**src/rtl/vga_sync_gen.sv**
```systemverilog
// VGA 640x480@60 timing generator advancing one pixel per pix_tick_i strobe.
// Outputs are decoded from the pre-increment counters and registered together, so they lag by one tick.
//   phase     | meaning
//   PH_ACTIVE | counter inside the visible area
//   PH_FP     | front porch
//   PH_SYNC   | sync pulse asserted
//   PH_BP     | back porch
module vga_sync_gen #(
  parameter int H_ACTIVE = 640,
  parameter int H_FP     = 16,
  parameter int H_SYNC   = 96,
  parameter int H_BP     = 48,
  parameter int V_ACTIVE = 480,
  parameter int V_FP     = 10,
  parameter int V_SYNC   = 2,
  parameter int V_BP     = 33,
  parameter bit SYNC_POL = 1'b0
) (
  input  logic       clk_i,
  input  logic       rst_i,
  input  logic       pix_tick_i,
  output logic       hsync_o,
  output logic       vsync_o,
  output logic       video_on_o,
  output logic [9:0] x_o,
  output logic [9:0] y_o,
  output logic       line_start_o,
  output logic       frame_start_o
);

  localparam int H_TOTAL = H_ACTIVE + H_FP + H_SYNC + H_BP;
  localparam int V_TOTAL = V_ACTIVE + V_FP + V_SYNC + V_BP;

  localparam logic [9:0] H_LAST     = 10'(H_TOTAL - 1);
  localparam logic [9:0] H_ACT_END  = 10'(H_ACTIVE);
  localparam logic [9:0] H_SYNC_BEG = 10'(H_ACTIVE + H_FP);
  localparam logic [9:0] H_SYNC_END = 10'(H_ACTIVE + H_FP + H_SYNC);
  localparam logic [9:0] V_LAST     = 10'(V_TOTAL - 1);
  localparam logic [9:0] V_ACT_END  = 10'(V_ACTIVE);
  localparam logic [9:0] V_SYNC_BEG = 10'(V_ACTIVE + V_FP);
  localparam logic [9:0] V_SYNC_END = 10'(V_ACTIVE + V_FP + V_SYNC);

  localparam logic [1:0] PH_ACTIVE = 2'd0;
  localparam logic [1:0] PH_FP     = 2'd1;
  localparam logic [1:0] PH_SYNC   = 2'd2;
  localparam logic [1:0] PH_BP     = 2'd3;

  logic [9:0] h_cnt_q, h_cnt_d;
  logic [9:0] v_cnt_q, v_cnt_d;
  logic [1:0] h_phase, v_phase;
  logic [9:0] x_q, y_q;
  logic       hsync_q, vsync_q, video_on_q;
  logic       line_start_q, frame_start_q;

  always_comb begin
    h_cnt_d = h_cnt_q + 10'd1;
    v_cnt_d = v_cnt_q;
    if (h_cnt_q == H_LAST) begin
      h_cnt_d = '0;
      v_cnt_d = (v_cnt_q == V_LAST) ? '0 : v_cnt_q + 10'd1;
    end
  end

  always_comb begin
    h_phase = PH_BP;
    if (h_cnt_q < H_ACT_END)       h_phase = PH_ACTIVE;
    else if (h_cnt_q < H_SYNC_BEG) h_phase = PH_FP;
    else if (h_cnt_q < H_SYNC_END) h_phase = PH_SYNC;
  end

  always_comb begin
    v_phase = PH_BP;
    if (v_cnt_q < V_ACT_END)       v_phase = PH_ACTIVE;
    else if (v_cnt_q < V_SYNC_BEG) v_phase = PH_FP;
    else if (v_cnt_q < V_SYNC_END) v_phase = PH_SYNC;
  end

  // Pulses clear on every clk so they stay one clk wide regardless of tick spacing.
  always_ff @(posedge clk_i or posedge rst_i) begin
    if (rst_i) begin
      h_cnt_q       <= '0;
      v_cnt_q       <= '0;
      x_q           <= '0;
      y_q           <= '0;
      hsync_q       <= ~SYNC_POL;
      vsync_q       <= ~SYNC_POL;
      video_on_q    <= 1'b0;
      line_start_q  <= 1'b0;
      frame_start_q <= 1'b0;
    end else begin
      line_start_q  <= 1'b0;
      frame_start_q <= 1'b0;
      if (pix_tick_i) begin
        h_cnt_q       <= h_cnt_d;
        v_cnt_q       <= v_cnt_d;
        x_q           <= h_cnt_q;
        y_q           <= v_cnt_q;
        hsync_q       <= (h_phase == PH_SYNC) ? SYNC_POL : ~SYNC_POL;
        vsync_q       <= (v_phase == PH_SYNC) ? SYNC_POL : ~SYNC_POL;
        video_on_q    <= (h_phase == PH_ACTIVE) && (v_phase == PH_ACTIVE);
        line_start_q  <= (h_cnt_q == '0);
        frame_start_q <= (h_cnt_q == '0) && (v_cnt_q == '0);
      end
    end
  end

  assign hsync_o       = hsync_q;
  assign vsync_o       = vsync_q;
  assign video_on_o    = video_on_q;
  assign x_o           = x_q;
  assign y_o           = y_q;
  assign line_start_o  = line_start_q;
  assign frame_start_o = frame_start_q;

endmodule

```
**config.mk**
```make
export PLATFORM = sky130hd
export DESIGN_NAME = vga_sync_gen
export DESIGN_NICKNAME = d
export VERILOG_FILES = /design/src/rtl/vga_sync_gen.sv
export SDC_FILE = /design/constraint.sdc
export NUM_CORES = 1
export LEC_CHECK = 0
export CAP_MARGIN = 30
export CORE_MARGIN = 10
export CORE_UTILIZATION = 45
export CTS_BUF_LIST = sky130_fd_sc_hd__clkbuf_8 sky130_fd_sc_hd__clkbuf_16
export DETAILED_ROUTE_END_ITERATION = 7
export GPL_TIMING_DRIVEN = 0
export PLACE_DENSITY = 0.67
export SYNTH_ARGS = -nofsm -noshare
export SYNTH_HDL_FRONTEND = slang
export SYNTH_SLANG_ARGS = --single-unit
```
**constraint.sdc**
```tcl
create_clock -name clk_i -period 2.5 [get_ports clk_i]
set_clock_uncertainty 0.05 [all_clocks]
set_input_delay 0.5 -clock clk_i [delete_from_list [all_inputs] [get_ports clk_i]]
set_output_delay 0.5 -clock clk_i [all_outputs]
set_load 0.005 [all_outputs]
```
# Word level (Yosys, flattened, before mapping)
# Cells that the tools add are included.
[op_classes]
n_addsub = 2
n_lt_le_gt_ge = 6
n_eq_ne = 4
n_mux = 12
reduce_logical = 7
[op_table]
columns = ["operator", "count"]
rows = [
  ["10-bit less-than comparator, second input constant", 3],
  ["10-bit by 9-bit less-than comparator with 1-bit output, second input constant", 3],
  ["10-bit by 1-bit adder with 10-bit output, second input constant", 2],
  ["10-bit == test, second input constant", 2],
  ["10-bit logical NOT", 2],
  ["10-bit two-way mux", 2],
  ["2-bit two-way mux", 4],
  ["1-bit two-way mux", 6],
  ["2-bit == test, second input constant", 2],
  ["2-bit logical NOT", 2],
  ["1-bit logical AND", 2],
  ["2-bit AND reduction", 1],
]
[totals]
register_bits = 45
in_bits = 3
out_inout_bits = 25
word_cells = 40

# Depth between registers and ports, before layout
[logic_depth]
ltp_word = 6
depth_mapped = 7
depth_no_buf = 6

# Worst setup path after synthesis
# Ideal clock, no wire load.
[synth_path]
path_kind = "in2reg"
startpoint = "in pix_tick_i"
endpoint = "reg v_cnt_q[8]"
setup_ps = 128
t_arrival_ps = 1658
required_time_ps = 2322
setup_slack_ps = 664
cell_stages = 6
n_path_buf = 2
path_cell_list = "buf_2 and4_1 buf_4 nand3_4 nor4_4 mux2_1"
[synth_between]
elab_chain_len = 1
[synth_lines]
columns = ["element", "line_no", "rtl"]
rows = [
  ["start, declared", "21", "input logic pix_tick_i,"],
  ["2-bit AND reduction (no line)", "-", ""],
  ["end signal, assigned", "95", "v_cnt_q <= v_cnt_d;"],
  ["end, declared", "49", "logic [9:0] v_cnt_q, v_cnt_d;"],
]
# Every way passes these cells.
# A chain may end at the register's enable or synchronous reset.

# Worst setup path in the final report
[layout_path]
startpoint = "reg h_cnt_q[0]"
endpoint = "reg v_cnt_q[8]"
[layout_between]
elab_chain_len = 2
[layout_lines]
columns = ["element", "line_no", "rtl"]
rows = [
  ["start, declared", "48", "logic [9:0] h_cnt_q, h_cnt_d;"],
  ["start signal, assigned", "94", "h_cnt_q <= h_cnt_d;"],
  ["10-bit == test", "58", "if (h_cnt_q == H_LAST) begin"],
  ["2-bit AND reduction (no line)", "-", ""],
]
# Every way passes these cells.

==> out/metrics.sh <==
OUTCOME='completed'
CLOCKROOTBUFFER='sky130_fd_sc_hd__clkbuf_8'
IR_WORST_VDD_mV=0.398
FIN_CELLS=267
DR.PASS1.ITERS=4
FINAL_NETS=222
WORSTPATHBUFFERINVERTERCOUNT=0
SWITCHING_POWER_W=0.000470
REMAINING_DRC_ERRORS=0
DETAILROUTE.VIA_COUNT=1539
CRIT_PATH_START_KIND='flip-flop'
PWR_DENSITY_CELL_nW_PER_UM2=668
FP.DIEW_MICRONS=88.6
GRT_PASS1_VIAS=1549
FINAL_CRITICAL_PATH_SETUP_SLACK_NS=0.407
DEEPEST_LEVEL_OF_THE_CTS_H_TREE=2
FP.DIEH_MICRONS=88.6
COREAREA_SQ_UM=4440
SYNTH-EDFF-COUNT=0
FINAL-HOLD-VIOLATION-COUNT=0
TRITONCTS='built'
TIMING.CRITICAL_PATH.FANOUT_MAX=9
TIMING_WORST_SETUP_PATH_TYPE='flip-flop to flip-flop'
SYNTH_SEQ_AREA_SHARE=0.533
SLOWEST_STAGE='sky130_fd_sc_hd__dfrtp_1'
DRT.ANTENNA.VIOLATING_NETS=0
CTS.SINKS=45
SYN2LAYOUT_AREA_GROWTH_PCT=19.5
ANTENNA_FOUND_INITIAL=0
WL_MM=4.48
FINALSETUPVIOLCOUNT=0
P_SW_FRAC=0.279
ANTENNA_CELLS_INSERTED=0
POWER.LEAKAGE_nW=1.14
REQUIRED_WORST_ENDPOINT_NS=2.63
ROW_COUNT=24
GRT_USE_MET2=0.183
FINAL_PERIOD_MINUS_WORST_SETUP_SLACK_NS=2.09
COMBINATIONALPOWERSHARE=0.201
SYNTH-WARNING-COUNT=0
MAX_CLK_RATE_MHz=478
WORST_PATH_DOMINANT_CELL_FAMILY='simple AND/OR/NAND/NOR gates'
ARRIVAL_NS=2.22
INTERNAL_POWER_W=0.00122
MAXCAP_VIOLATIONS=0
PLACE_CONGESTION=0.843
TIMING.CRITICAL_PATH.TO_TYPE='flip-flop'
WORST-R2R-CELL-COUNT=5
RSZ0062_AT_GRT='no'
GRT.MET1_USAGE=0.146
CLK_PATH_BUF_DEPTH=2
PRE_CTS_SLACK_NS=0.445
SLEW-LIMIT-HEADROOM=0.389
PORT-BUFFER-COUNT=26
SYNTH-SEQ-CELLS=45
FINAL.SETUP.TNS_NS=0
TRACK_USAGE=0.120
SYNTH-MAIN-FF-CELL='sky130_fd_sc_hd__dfrtp_1'
P_CLK_FRAC=0.268
SEQ_POWER_SHARE=0.531
GRT_FIRST_PASS_WIRELENGTH_MM=7.44
CTS-BUFFERS-INSERTED=5
NUM_IO_PINS=28
FIN_WORST_HOLD_SLACK_NS=0.449
POST-CTS-SETUP-BUFFER-COUNT=0
DETAIL_ROUTE.ITER0.VIOLATIONS=117
MAPPEDNETLISTAREA_SQ_UM=2120
HOLD-PATH-CELL-COUNT=2
SYN_INST=182
DPL.HPWL_MM=3.23
DIE-AREA_SQ_UM=7840
CLOCK_LATENCY_NS=0.30
YOSYS.CELL_TYPES.COUNT=43
WORSTHOLDPATHTYPE='flip-flop to flip-flop'
CP_SLOWEST_STAGE_DELAY_NS=0.44
AVG_INST_SIZE_SYNTH_SQ_UM=11.6
CLKTRANSATPATHREGS_NS=0.08
ASYNC_RESET_FF_FRAC=1.00
LEFTOVER_OVERFLOW_AT_THE_END_OF_GLOBAL_ROUTING=0
TIMING_WORST_SLEW_PIN_VALUE_NS=0.916
TIMING_MAX_TRANSITION_VIOLATIONS_FINAL=0
INITIAL_CORE_UTIL=0.476
POST_CTS_RESIZE_COUNT=0
SYNTH_NETS=189
FINAL.PERIOD_UTILIZATION=0.837
WORST-PATH-STAGES=5
GR-MAX-USAGE-LAYER='met2'
CRIT_PATH_CELL_TRACE='ha_1, and4b_1, nand3_4, nor4_4, mux2_1'
END_OF_FLOW_CORE_UTILIZATION=0.569
POST_ROUTE_CELLS_DRIVE_ABOVE_1_SHARE=0.195
WL_PER_CELL_MICRONS=16.8
CTS_HOLD_REPAIR.BUFFERS=0
GRT_START_MAX_NET_PINS=46
POST_DRT_VIA_CELL_RATIO=5.76
GLOBAL_ROUTE.USAGE.MET3=0.0487
PLACED_CELL_COUNT=260
-- per-stage QoR --
stage,power (W),cell area (sq um)
final,0.00169,2530
after global routing,0.00177,2530
after CTS,0.00170,2530
after detailed placement,0.00126,2440
after global placement,0.00124,2440
after floorplan,0.00110,2120
-- cell type report --
cell class              instances  area [sq um]
plain buffers                  12          55.1
clock inverters                 1          3.75
inverters                       5          18.8
repair buffers                 26           260
fillers                       367          1920
well taps                      52          65.1
multi-input cells             120           913
flip-flops and latches         45          1130
clock buffers                   6          82.6
-- power groups by stage --
stage / Sequential [W] / Clock, W / Combinational [W]
after floorplan: 0.000897 / 0 / 0.000202
final: 0.000896 / 0.000452 / 0.000339
after detailed placement: 0.000912 / 0 / 0.000344
after global placement: 0.000905 / 0 / 0.000333
after CTS: 0.000896 / 0.000463 / 0.000345
after global routing: 0.000910 / 0.000487 / 0.000377
-- cell families after synthesis --
| kind of cell | share of synthesized area |
|---|---|
| simple gates | 0.169 |
| xor+xnor | 0.0373 |
| flops | 0.533 |
| fa+ha+maj | 0.0237 |
| mux | 0.122 |
| buf+inv | 0.0349 |
| compound gates | 0.0798 |
-- placed cells by master, fill, tap and decap left out, types with 2 or more instances in the layout --
master	synthesis	layout
sky130_fd_sc_hd__o21ai_0	7	7
sky130_fd_sc_hd__nand3_1	5	5
sky130_fd_sc_hd__clkbuf_1	6	6
sky130_fd_sc_hd__dfrtp_1	43	43
sky130_fd_sc_hd__inv_1	5	5
sky130_fd_sc_hd__and2_1	2	2
sky130_fd_sc_hd__nand2b_1	2	2
sky130_fd_sc_hd__o31ai_1	2	2
sky130_fd_sc_hd__a22o_1	2	2
sky130_fd_sc_hd__dfstp_2	2	2
sky130_fd_sc_hd__and3_1	5	5
sky130_fd_sc_hd__and4_1	3	3
sky130_fd_sc_hd__nand2_1	13	13
sky130_fd_sc_hd__ha_1	4	4
sky130_fd_sc_hd__xor2_1	5	5
sky130_fd_sc_hd__buf_2	4	4
sky130_fd_sc_hd__a31oi_1	5	5
sky130_fd_sc_hd__nor2b_1	2	2
sky130_fd_sc_hd__nand4_1	4	4
sky130_fd_sc_hd__mux2_2	22	22
sky130_fd_sc_hd__o2bb2ai_1	2	2
sky130_fd_sc_hd__xnor2_1	4	4
sky130_fd_sc_hd__clkdlybuf4s50_1	0	26
sky130_fd_sc_hd__clkbuf_8	0	6
sky130_fd_sc_hd__nor2_1	8	8
sky130_fd_sc_hd__nor3_1	6	6
-- worst register-to-register path, cell delays in order (launching register included) --
cell	delay (ns)
sky130_fd_sc_hd__dfrtp_1	0.44
sky130_fd_sc_hd__ha_1	0.34
sky130_fd_sc_hd__and4b_1	0.32
sky130_fd_sc_hd__nand3_4	0.17
sky130_fd_sc_hd__nor4_4	0.31
sky130_fd_sc_hd__mux2_1	0.35
-- worst paths after layout --
check | startpoint | to | slack (ns)
min | hsync_o | hsync_o | 0.45
max | h_cnt_q[0] | v_cnt_q[8] | 0.41
max reg2reg | h_cnt_q[0] | v_cnt_q[8] | 0.41
min in group asynchronous | rst_i | x_o[7] | 0.67
max in group asynchronous | rst_i | v_cnt_q[9] | 1.16
min reg2reg | hsync_o | hsync_o | 0.45
-- per-layer routing --
layer  part of all wire  wire [microns]
met1               0.44            1990
met5                  0               0
met4              0.023             104
met3              0.071             320
met2               0.46            2070
-- cells in the mapped netlist, drive strengths merged, types with 2 or more instances --
| cell | count | area share |
|---|---|---|
| dfrtp | 43 | 0.51 |
| mux2 | 23 | 0.12 |
| nand2 | 13 | 0.023 |
| nor2 | 9 | 0.020 |
| clkbuf | 7 | 0.013 |
| o21ai | 7 | 0.017 |
| nand3 | 6 | 0.020 |
| nor3 | 6 | 0.014 |
| a31oi | 5 | 0.015 |
| and3 | 5 | 0.015 |
| buf | 5 | 0.013 |
| inv | 5 | 0.0089 |
| xor2 | 5 | 0.021 |
| ha | 4 | 0.024 |
| nand4 | 4 | 0.012 |
| xnor2 | 4 | 0.017 |
| and4 | 3 | 0.012 |
| nor4 | 3 | 0.019 |
| a22o | 2 | 0.0083 |
| and2 | 2 | 0.0059 |
| dfstp | 2 | 0.025 |
| nand2b | 2 | 0.0059 |
| nor2b | 2 | 0.0059 |
| o2bb2ai | 2 | 0.0083 |
| o31ai | 2 | 0.0071 |
-- flip-flops by register name, summed over array words and instances, names as in the netlist --
name           count
h_cnt_q           10
v_cnt_q           10
x_o               10
y_o               10
frame_start_o      1
hsync_o            1
line_start_o       1
video_on_o         1
vsync_o            1
No activity file was read; power rests on OpenSTA's default activity.
